## src/rtl/adsb_pkg.sv

```systemverilog
// adsb_pkg -- shared constants and types for the ADS-B (Mode S extended
// squitter) PPM modulator.
//   PREAMBLE      : 16-chip preamble pattern, first chip in bit 15
//   CRC24_POLY    : Mode S generator without the implicit x^24 term
//   SHORT/LONG    : message lengths in bits
//   state_t       : modulator FSM states
package adsb_pkg;

  localparam logic [15:0] PREAMBLE   = 16'b1010000101000000;
  localparam logic [23:0] CRC24_POLY = 24'hFFF409;
  localparam int          SHORT_BITS = 56;
  localparam int          LONG_BITS  = 112;
  localparam int          PARITY_BITS = 24;
  localparam int          MSG_REG_W  = 128;

  typedef enum logic [2:0] {
    S_IDLE,
    S_LOAD,
    S_DISCARD,
    S_PREAMBLE,
    S_DATA,
    S_GAP
  } state_t;

endpackage

```

## src/rtl/adsb_crc24_serial.sv

```systemverilog
// adsb_crc24_serial -- bit-serial Mode S CRC-24.
//   clk, rst     : clock, synchronous active-high reset
//   i_init       : clear the remainder before a new message
//   i_shift_in   : fold i_bit into the remainder (message bits)
//   i_bit        : message bit, MSB first
//   i_shift_out  : shift the remainder left so o_msb walks the parity out
//   o_msb        : current parity bit (remainder MSB)
module adsb_crc24_serial
  import adsb_pkg::*;
(
  input  logic clk,
  input  logic rst,
  input  logic i_init,
  input  logic i_shift_in,
  input  logic i_bit,
  input  logic i_shift_out,
  output logic o_msb
);
  logic [23:0] r_crc;
  logic        w_fb;

  assign w_fb  = i_bit ^ r_crc[23];
  assign o_msb = r_crc[23];

  always_ff @(posedge clk) begin
    if (rst || i_init)
      r_crc <= '0;
    else if (i_shift_in)
      r_crc <= {r_crc[22:0], 1'b0} ^ (w_fb ? CRC24_POLY : 24'h0);
    else if (i_shift_out)
      r_crc <= {r_crc[22:0], 1'b0};
  end
endmodule

```

## src/rtl/adsb_modulator.sv

```systemverilog
// adsb_modulator -- accepts a 56/112-bit Mode S message as 32-bit beats and
// emits it as a PPM envelope on the I channel: 16-chip preamble, two chips
// per data bit (1 -> high,low; 0 -> low,high), then GAP_CHIPS zero chips.
// Each chip is SAMPLES_PER_CHIP Dac_valid strobes spaced CLKS_PER_SAMPLE clocks.
//   Data_clk/Data_rst          : clock, synchronous active-high reset
//   S_axis_valid/ready/data/last : message beats, MSB first
//   Dac_valid/Dac_data_i/q     : sample strobe and I/Q (Q always 0)
//   Busy                       : frame being loaded or transmitted
//   Frame_error                : one-cycle pulse when a message is dropped
// Build option: define ADSB_MODULATOR_CRC_EN to replace the supplied parity
// with a CRC-24 computed over the transmitted message bits.
module adsb_modulator
  import adsb_pkg::*;
#(
  parameter int AXI_DATA_WIDTH   = 32,
  parameter int IQ_WIDTH         = 16,
  parameter int SAMPLES_PER_CHIP = 2,
  parameter int CLKS_PER_SAMPLE  = 4,
  parameter int GAP_CHIPS        = 8,
  parameter int AMPLITUDE        = 2**(IQ_WIDTH-2)
) (
  input  logic                      Data_clk,
  input  logic                      Data_rst,
  input  logic                      S_axis_valid,
  output logic                      S_axis_ready,
  input  logic [AXI_DATA_WIDTH-1:0] S_axis_data,
  input  logic                      S_axis_last,
  output logic                      Dac_valid,
  output logic [IQ_WIDTH-1:0]       Dac_data_i,
  output logic [IQ_WIDTH-1:0]       Dac_data_q,
  output logic                      Busy,
  output logic                      Frame_error
);
  localparam int CLK_W = $clog2(CLKS_PER_SAMPLE + 1);
  localparam int SMP_W = $clog2(SAMPLES_PER_CHIP + 1);
  localparam int CHP_W = $clog2(GAP_CHIPS + 17);

  state_t                 r_state, w_next;
  logic [2:0]             r_beat;      // beats accepted in this message
  logic [MSG_REG_W-1:0]   r_msg;
  logic                   r_long;
  logic [CLK_W-1:0]       r_clk_cnt;
  logic [SMP_W-1:0]       r_smp;
  logic [CHP_W-1:0]       r_chip;      // preamble chip, then gap chip
  logic                   r_half;      // second chip of a data bit
  logic [6:0]             r_bit;
  logic                   r_err;

  logic       w_ready, w_fire, w_tx, w_strobe, w_chip_end, w_bit_end;
  logic       w_last_bit, w_start, w_err_set, w_msg_bit, w_data_bit, w_chip_hi;
  logic [2:0] w_beat_num;

  assign w_ready    = (r_state == S_IDLE) || (r_state == S_LOAD) ||
                      (r_state == S_DISCARD);
  assign w_fire     = S_axis_valid && w_ready && !Data_rst;
  assign w_beat_num = r_beat + 3'd1;
  assign w_tx       = (r_state == S_PREAMBLE) || (r_state == S_DATA) ||
                      (r_state == S_GAP);
  // Sample slot opens on the first cycle of the preamble, since the counter
  // is cleared on entry.
  assign w_strobe   = w_tx && (r_clk_cnt == '0);
  assign w_chip_end = w_strobe && (r_smp == SMP_W'(SAMPLES_PER_CHIP - 1));
  assign w_bit_end  = (r_state == S_DATA) && w_chip_end && r_half;
  assign w_last_bit = r_bit == (r_long ? 7'(LONG_BITS - 1) : 7'(SHORT_BITS - 1));
  assign w_msg_bit  = r_msg[7'd127 - r_bit];

`ifdef ADSB_MODULATOR_CRC_EN
  logic w_parity, w_crc_msb;
  assign w_parity = r_bit >= (r_long ? 7'(LONG_BITS - PARITY_BITS)
                                     : 7'(SHORT_BITS - PARITY_BITS));
  assign w_data_bit = w_parity ? w_crc_msb : w_msg_bit;

  adsb_crc24_serial u_crc (
    .clk         (Data_clk),
    .rst         (Data_rst),
    .i_init      (w_start),
    .i_shift_in  (w_bit_end && !w_parity),
    .i_bit       (w_msg_bit),
    .i_shift_out (w_bit_end && w_parity),
    .o_msb       (w_crc_msb)
  );
`else
  assign w_data_bit = w_msg_bit;
`endif

  always_comb begin
    w_chip_hi = 1'b0;
    case (r_state)
      S_PREAMBLE: w_chip_hi = PREAMBLE[4'd15 - r_chip[3:0]];
      S_DATA:     w_chip_hi = w_data_bit ^ r_half;
      default:    w_chip_hi = 1'b0;
    endcase
  end

  // Next state
  always_comb begin
    w_next    = r_state;
    w_err_set = 1'b0;
    w_start   = 1'b0;
    case (r_state)
      S_IDLE:
        if (w_fire) begin
          if (S_axis_last) w_err_set = 1'b1;
          else             w_next    = S_LOAD;
        end
      S_LOAD:
        if (w_fire) begin
          case (w_beat_num)
            3'd2: if (S_axis_last) begin w_next = S_PREAMBLE; w_start = 1'b1; end
            3'd3: if (S_axis_last) begin w_next = S_IDLE; w_err_set = 1'b1; end
            3'd4: begin
              if (S_axis_last) begin w_next = S_PREAMBLE; w_start = 1'b1; end
              else                   w_next = S_DISCARD;
            end
            default: ;
          endcase
        end
      S_DISCARD:
        if (w_fire && S_axis_last) begin
          w_next    = S_IDLE;
          w_err_set = 1'b1;
        end
      S_PREAMBLE:
        if (w_chip_end && r_chip == CHP_W'(15)) w_next = S_DATA;
      S_DATA:
        if (w_bit_end && w_last_bit) w_next = (GAP_CHIPS == 0) ? S_IDLE : S_GAP;
      S_GAP:
        if (w_chip_end && r_chip == CHP_W'(GAP_CHIPS - 1)) w_next = S_IDLE;
      default: w_next = S_IDLE;
    endcase
  end

  always_ff @(posedge Data_clk) begin
    if (Data_rst) begin
      r_state   <= S_IDLE;
      r_beat    <= '0;
      r_msg     <= '0;
      r_long    <= 1'b0;
      r_clk_cnt <= '0;
      r_smp     <= '0;
      r_chip    <= '0;
      r_half    <= 1'b0;
      r_bit     <= '0;
      r_err     <= 1'b0;
    end else begin
      r_state <= w_next;
      r_err   <= w_err_set;

      if (w_fire && !r_beat[2]) begin
        case (r_beat[1:0])
          2'd0: r_msg[127:96] <= S_axis_data[31:0];
          2'd1: r_msg[95:64]  <= S_axis_data[31:0];
          2'd2: r_msg[63:32]  <= S_axis_data[31:0];
          2'd3: r_msg[31:0]   <= S_axis_data[31:0];
        endcase
      end
      if (w_next == S_IDLE || w_start)
        r_beat <= '0;
      else if (w_fire && !r_beat[2])
        r_beat <= w_beat_num;

      if (w_start) begin
        r_long    <= (w_beat_num == 3'd4);
        r_clk_cnt <= '0;
        r_smp     <= '0;
        r_chip    <= '0;
        r_half    <= 1'b0;
        r_bit     <= '0;
      end else if (w_tx) begin
        r_clk_cnt <= (r_clk_cnt == CLK_W'(CLKS_PER_SAMPLE - 1)) ? '0 : r_clk_cnt + 1'b1;
        if (w_strobe)
          r_smp <= (r_smp == SMP_W'(SAMPLES_PER_CHIP - 1)) ? '0 : r_smp + 1'b1;
        if (w_chip_end) begin
          case (r_state)
            // Preamble counter wraps to 0 so the gap count starts clean.
            S_PREAMBLE: r_chip <= (r_chip == CHP_W'(15)) ? '0 : r_chip + 1'b1;
            S_DATA: begin
              r_half <= ~r_half;
              if (r_half) r_bit <= w_last_bit ? '0 : r_bit + 1'b1;
            end
            S_GAP:   r_chip <= r_chip + 1'b1;
            default: ;
          endcase
        end
      end
    end
  end

  assign S_axis_ready = w_ready && !Data_rst;
  assign Busy         = (r_state != S_IDLE) && !Data_rst;
  assign Frame_error  = r_err && !Data_rst;
  assign Dac_valid    = w_strobe && !Data_rst;
  assign Dac_data_i   = (Dac_valid && w_chip_hi) ? IQ_WIDTH'(AMPLITUDE) : '0;
  assign Dac_data_q   = '0;

endmodule

```

## config.mk

```make
export PLATFORM = sky130hd
export DESIGN_NAME = adsb_modulator
export DESIGN_NICKNAME = d
export VERILOG_FILES = /design/src/rtl/adsb_pkg.sv /design/src/rtl/adsb_crc24_serial.sv /design/src/rtl/adsb_modulator.sv
export SDC_FILE = /design/constraint.sdc
export NUM_CORES = 1
export LEC_CHECK = 0
export CAP_MARGIN = 20
export CORE_ASPECT_RATIO = 1.1
export CORE_MARGIN = 10
export CORE_UTILIZATION = 57
export DETAILED_ROUTE_END_ITERATION = 16
export PLACE_DENSITY = 0.83
export SYNTH_ARGS = -nofsm -noshare
export SYNTH_HDL_FRONTEND = slang
export SYNTH_SLANG_ARGS = --single-unit
export TNS_END_PERCENT = 50
```

## constraint.sdc

```tcl
create_clock -name Data_clk -period 3.2 [get_ports Data_clk]
set_input_delay 0.48 -clock Data_clk [delete_from_list [all_inputs] [get_ports Data_clk]]
set_output_delay 0.48 -clock Data_clk [all_outputs]
set_load 0.1 [all_outputs]
```

==> run metrics <==
switching portion of total power 0.238; Seq pwr share 0.443; Hold Path Cell Cnt 2; post-synthesis register bit count 154; grt ovf 0; num rows 43; Residual DRC 0; Syn Std Cell Area between 7000 and 8000 sq um; startpoint of the worst hold path r_clk_cnt[2]; Avg WL per Cell 17.2 microns; fin crit period 3340 ps; post-layout util 0.674; status complete, but fails checks; Final HPWL DP 12400 microns; DRT iter0 DRCs about 650; Cell Pwr Density 518 nW/um^2; Vias approximately 6.3k; Hold Vio Cnt, Final 0; worst path cell trace buf_6 > mux4_2 > nand2b_4 > a31o_1 > a41o_1 > or4_4 > nand3_4 > buf_12; R2R Path End r_chip[0]; Worst-Margin Slew 725 ps; warnings from Yosys 0; fill cell count 981; placed inst area 7770 sq um; Setup WS post-layout -140 ps; Die W 129 microns; f_max between 200 and 300 MHz; Hold Crit Class reg -> reg; top cell type's share of synthesized area 0.418; Yosys cell types 58; H-tree lvl count 4; Pins Over Slew Limit 0; Final period util 1.04; synth-to-layout area growth 15.4%; clk root buf clkbuf_16; Placement Setup Slack 96.0 ps; number of inserted diodes 0; reg-to-reg startpoint r_beat[0]; post-synthesis sequential area ratio 0.418; DRT antenna net count 0; Register-to-Register Setup Slack 710 ps; synth cell count leaders nand2_1 (282), dfxtp_1 (154), a21oi_1 (141); Clock Skews between 5 and 6 ps; Initial Util 0.584; TritonCTS clock tree yes; Max IR drop VDD 380 uV; internal power 3.37 mW; cell with the most instances after synthesis nand2_1; layout cell share with drive strength beyond 1 0.126; largest cells by area after synthesis dfxtp_1 (42%), nand2_1 (14%), a21oi_1 (9.6%); Die Area 17900 sq um; CTS Hold Bufs 0; core box area about 13000 sq um; Syn Inst Count 888; count of clock tree sinks about 150; final net count 964; Post-Route WL ~19000 microns; Setup crit start kind flop; Worst-Skew Late Latency 430 ps; failing checks negative setup slack; combinational power share 0.080; share of power burned in the clock network 0.477; CP Class reg -> out; Setup violations, final 1; slowest cell delay on critical path 540 ps; largest net degree at the start of global routing between 70 and 80; Slowest-stage cell, CP or4_4; Async SR Flop Fraction 0; Pre-antenna DRT Iters 7; CP max FO 7; IO Port Bufs 40; initial antenna violation count 0; Hold EP r_clk_cnt[2]; Syn Area/Cell 8.31 sq um; CTS Buf Count 17; maximum root-to-sink buffer count 2; vias in the first global route a little over 6k; via/cell ratio between 5 and 6; Leak approximately 3 nW; CP endpoint kind output port; fin area 8520 sq um; RSZ-0062 raised after global routing yes; first-pass GRT wire length 30200 microns; reg2reg path depth 8; number of synthesized flops with an enable pin 0; area leader, netlist dfxtp_1; Max-slew headroom 0.517; Tot Pwr approximately 4.4 mW; ys flop type dfxtp_1; die height 139 microns; Ports 72; Arr. time, crit path 2860 ps; GRT Resource Usage Total 0.205; CP Data Required Time approximately 2700 ps; Switching Power 1.05 mW; post-route setup TNS -140 ps; routability congestion estimate 0.917; Worst-path clk slew 60 ps; MaxCap Viol Count 0
worst max-delay path by stage:
stage | slack, ps | to | cells after the start | from
CTS | -120 | Dac_data_i[14] | 7 | r_bit[0]
global placement | 140 | Dac_data_i[14] | 8 | r_bit[1]
detailed placement | 100 | Dac_data_i[14] | 8 | r_bit[1]
global route | -200 | Dac_data_i[14] | 8 | r_bit[1]
floorplan | -70 | Dac_data_i[14] | 7 | r_bit[0]
finish | -140 | Dac_data_i[14] | 8 | r_bit[1]
sequential cells by signal, summed over array words and instances, names as in the netlist:
signal and count:
r_smp 2, r_long 1, r_bit 7, r_err 1, r_half 1, r_state 3
r_beat 3, r_msg 128, r_clk_cnt 3, r_chip 5
area by class of cell:
| cell class | instances | area [sq um] | share of cell area |
|---|---|---|---|
| clock buffers | 26 | 519 | 0.0609 |
| flip-flops and latches | 154 | 3090 | 0.363 |
| repair buffers | 75 | 683 | 0.0802 |
| inverters | 12 | 45.0 | 0.00529 |
| multi-input cells | 657 | 3880 | 0.455 |
| well taps | 157 | 196 | 0.0231 |
| clock inverters | 6 | 108 | 0.0126 |
per-layer routing:
layer	vias up	share of wire	global-route usage	routed length, microns
li1	3008	-	-	-
met1	2944	0.39	0.244	7300
met2	296	0.50	0.337	9380
met3	58	0.076	0.0471	1420
met4	0	0.033	0.100	623
met5	-	0	0	0
per-stage QoR:
step,cells,hold slack (ps)
detailed placement,1048,438
floorplan,918,420
finish,1087,443
global route,1087,466
global placement,1048,431
CTS,1083,439
critical path: cells and delay by family (launching register included):
kind / cells / cell delay (ps)
AND/OR/NAND/NOR: 3 / 810
multiplexers: 1 / 480
AO/OA/AOI/OAI: 2 / 430
flip-flops: 1 / 420
buffers and inverters: 2 / 300
layout by cell type (no fill, tap or decap), drive strengths merged, types with 7 or more instances in the layout:
cell           synthesis  routed
ha                    11      11
mux4                  26      26
nand3                 10      10
nor2                  30      30
clkdlybuf4s50          0      34
mux2i                 13      13
a21oi                141     141
nand2b                 8       8
dfxtp                154     154
a211oi                 8       8
and2                   7       7
inv                   12      12
clkbuf                32      26
buf                   63      41
xnor2                  8       8
conb                   1      31
nand2                282     282
cells by family (layout without fill, tap and decap cells):
family / Yosys count / after routing / synth area share
AOI/OAI and AO/OA: 183 / 183 / 0.148
xor gates and xnor gates: 12 / 12 / 0.0142
adders and majority gates: 11 / 11 / 0.0186
buffers and inverters: 107 / 119 / 0.0793
DFF: 154 / 154 / 0.418
muxes: 45 / 45 / 0.107
other: 1 / 31 / 0.000508
and+or+nand+nor: 375 / 375 / 0.214
power groups by stage:
stage	combinational (mW)	sequential, mW	clock, mW
after global routing	0.372	1.96	2.19
final	0.352	1.96	2.11
after floorplan	0.289	1.99	0
after detailed placement	0.347	2.00	0
after global placement	0.345	2.00	0
after CTS	0.349	1.95	2.13
repair_timing:
item / in CTS / in global routing
buffers inserted: 3 / 4
resized for setup: 8 / 10
pin swaps: 1 / 2
setup endpoints to repair: 1 / 1
Note: power is estimated with default switching activity, not from simulation.
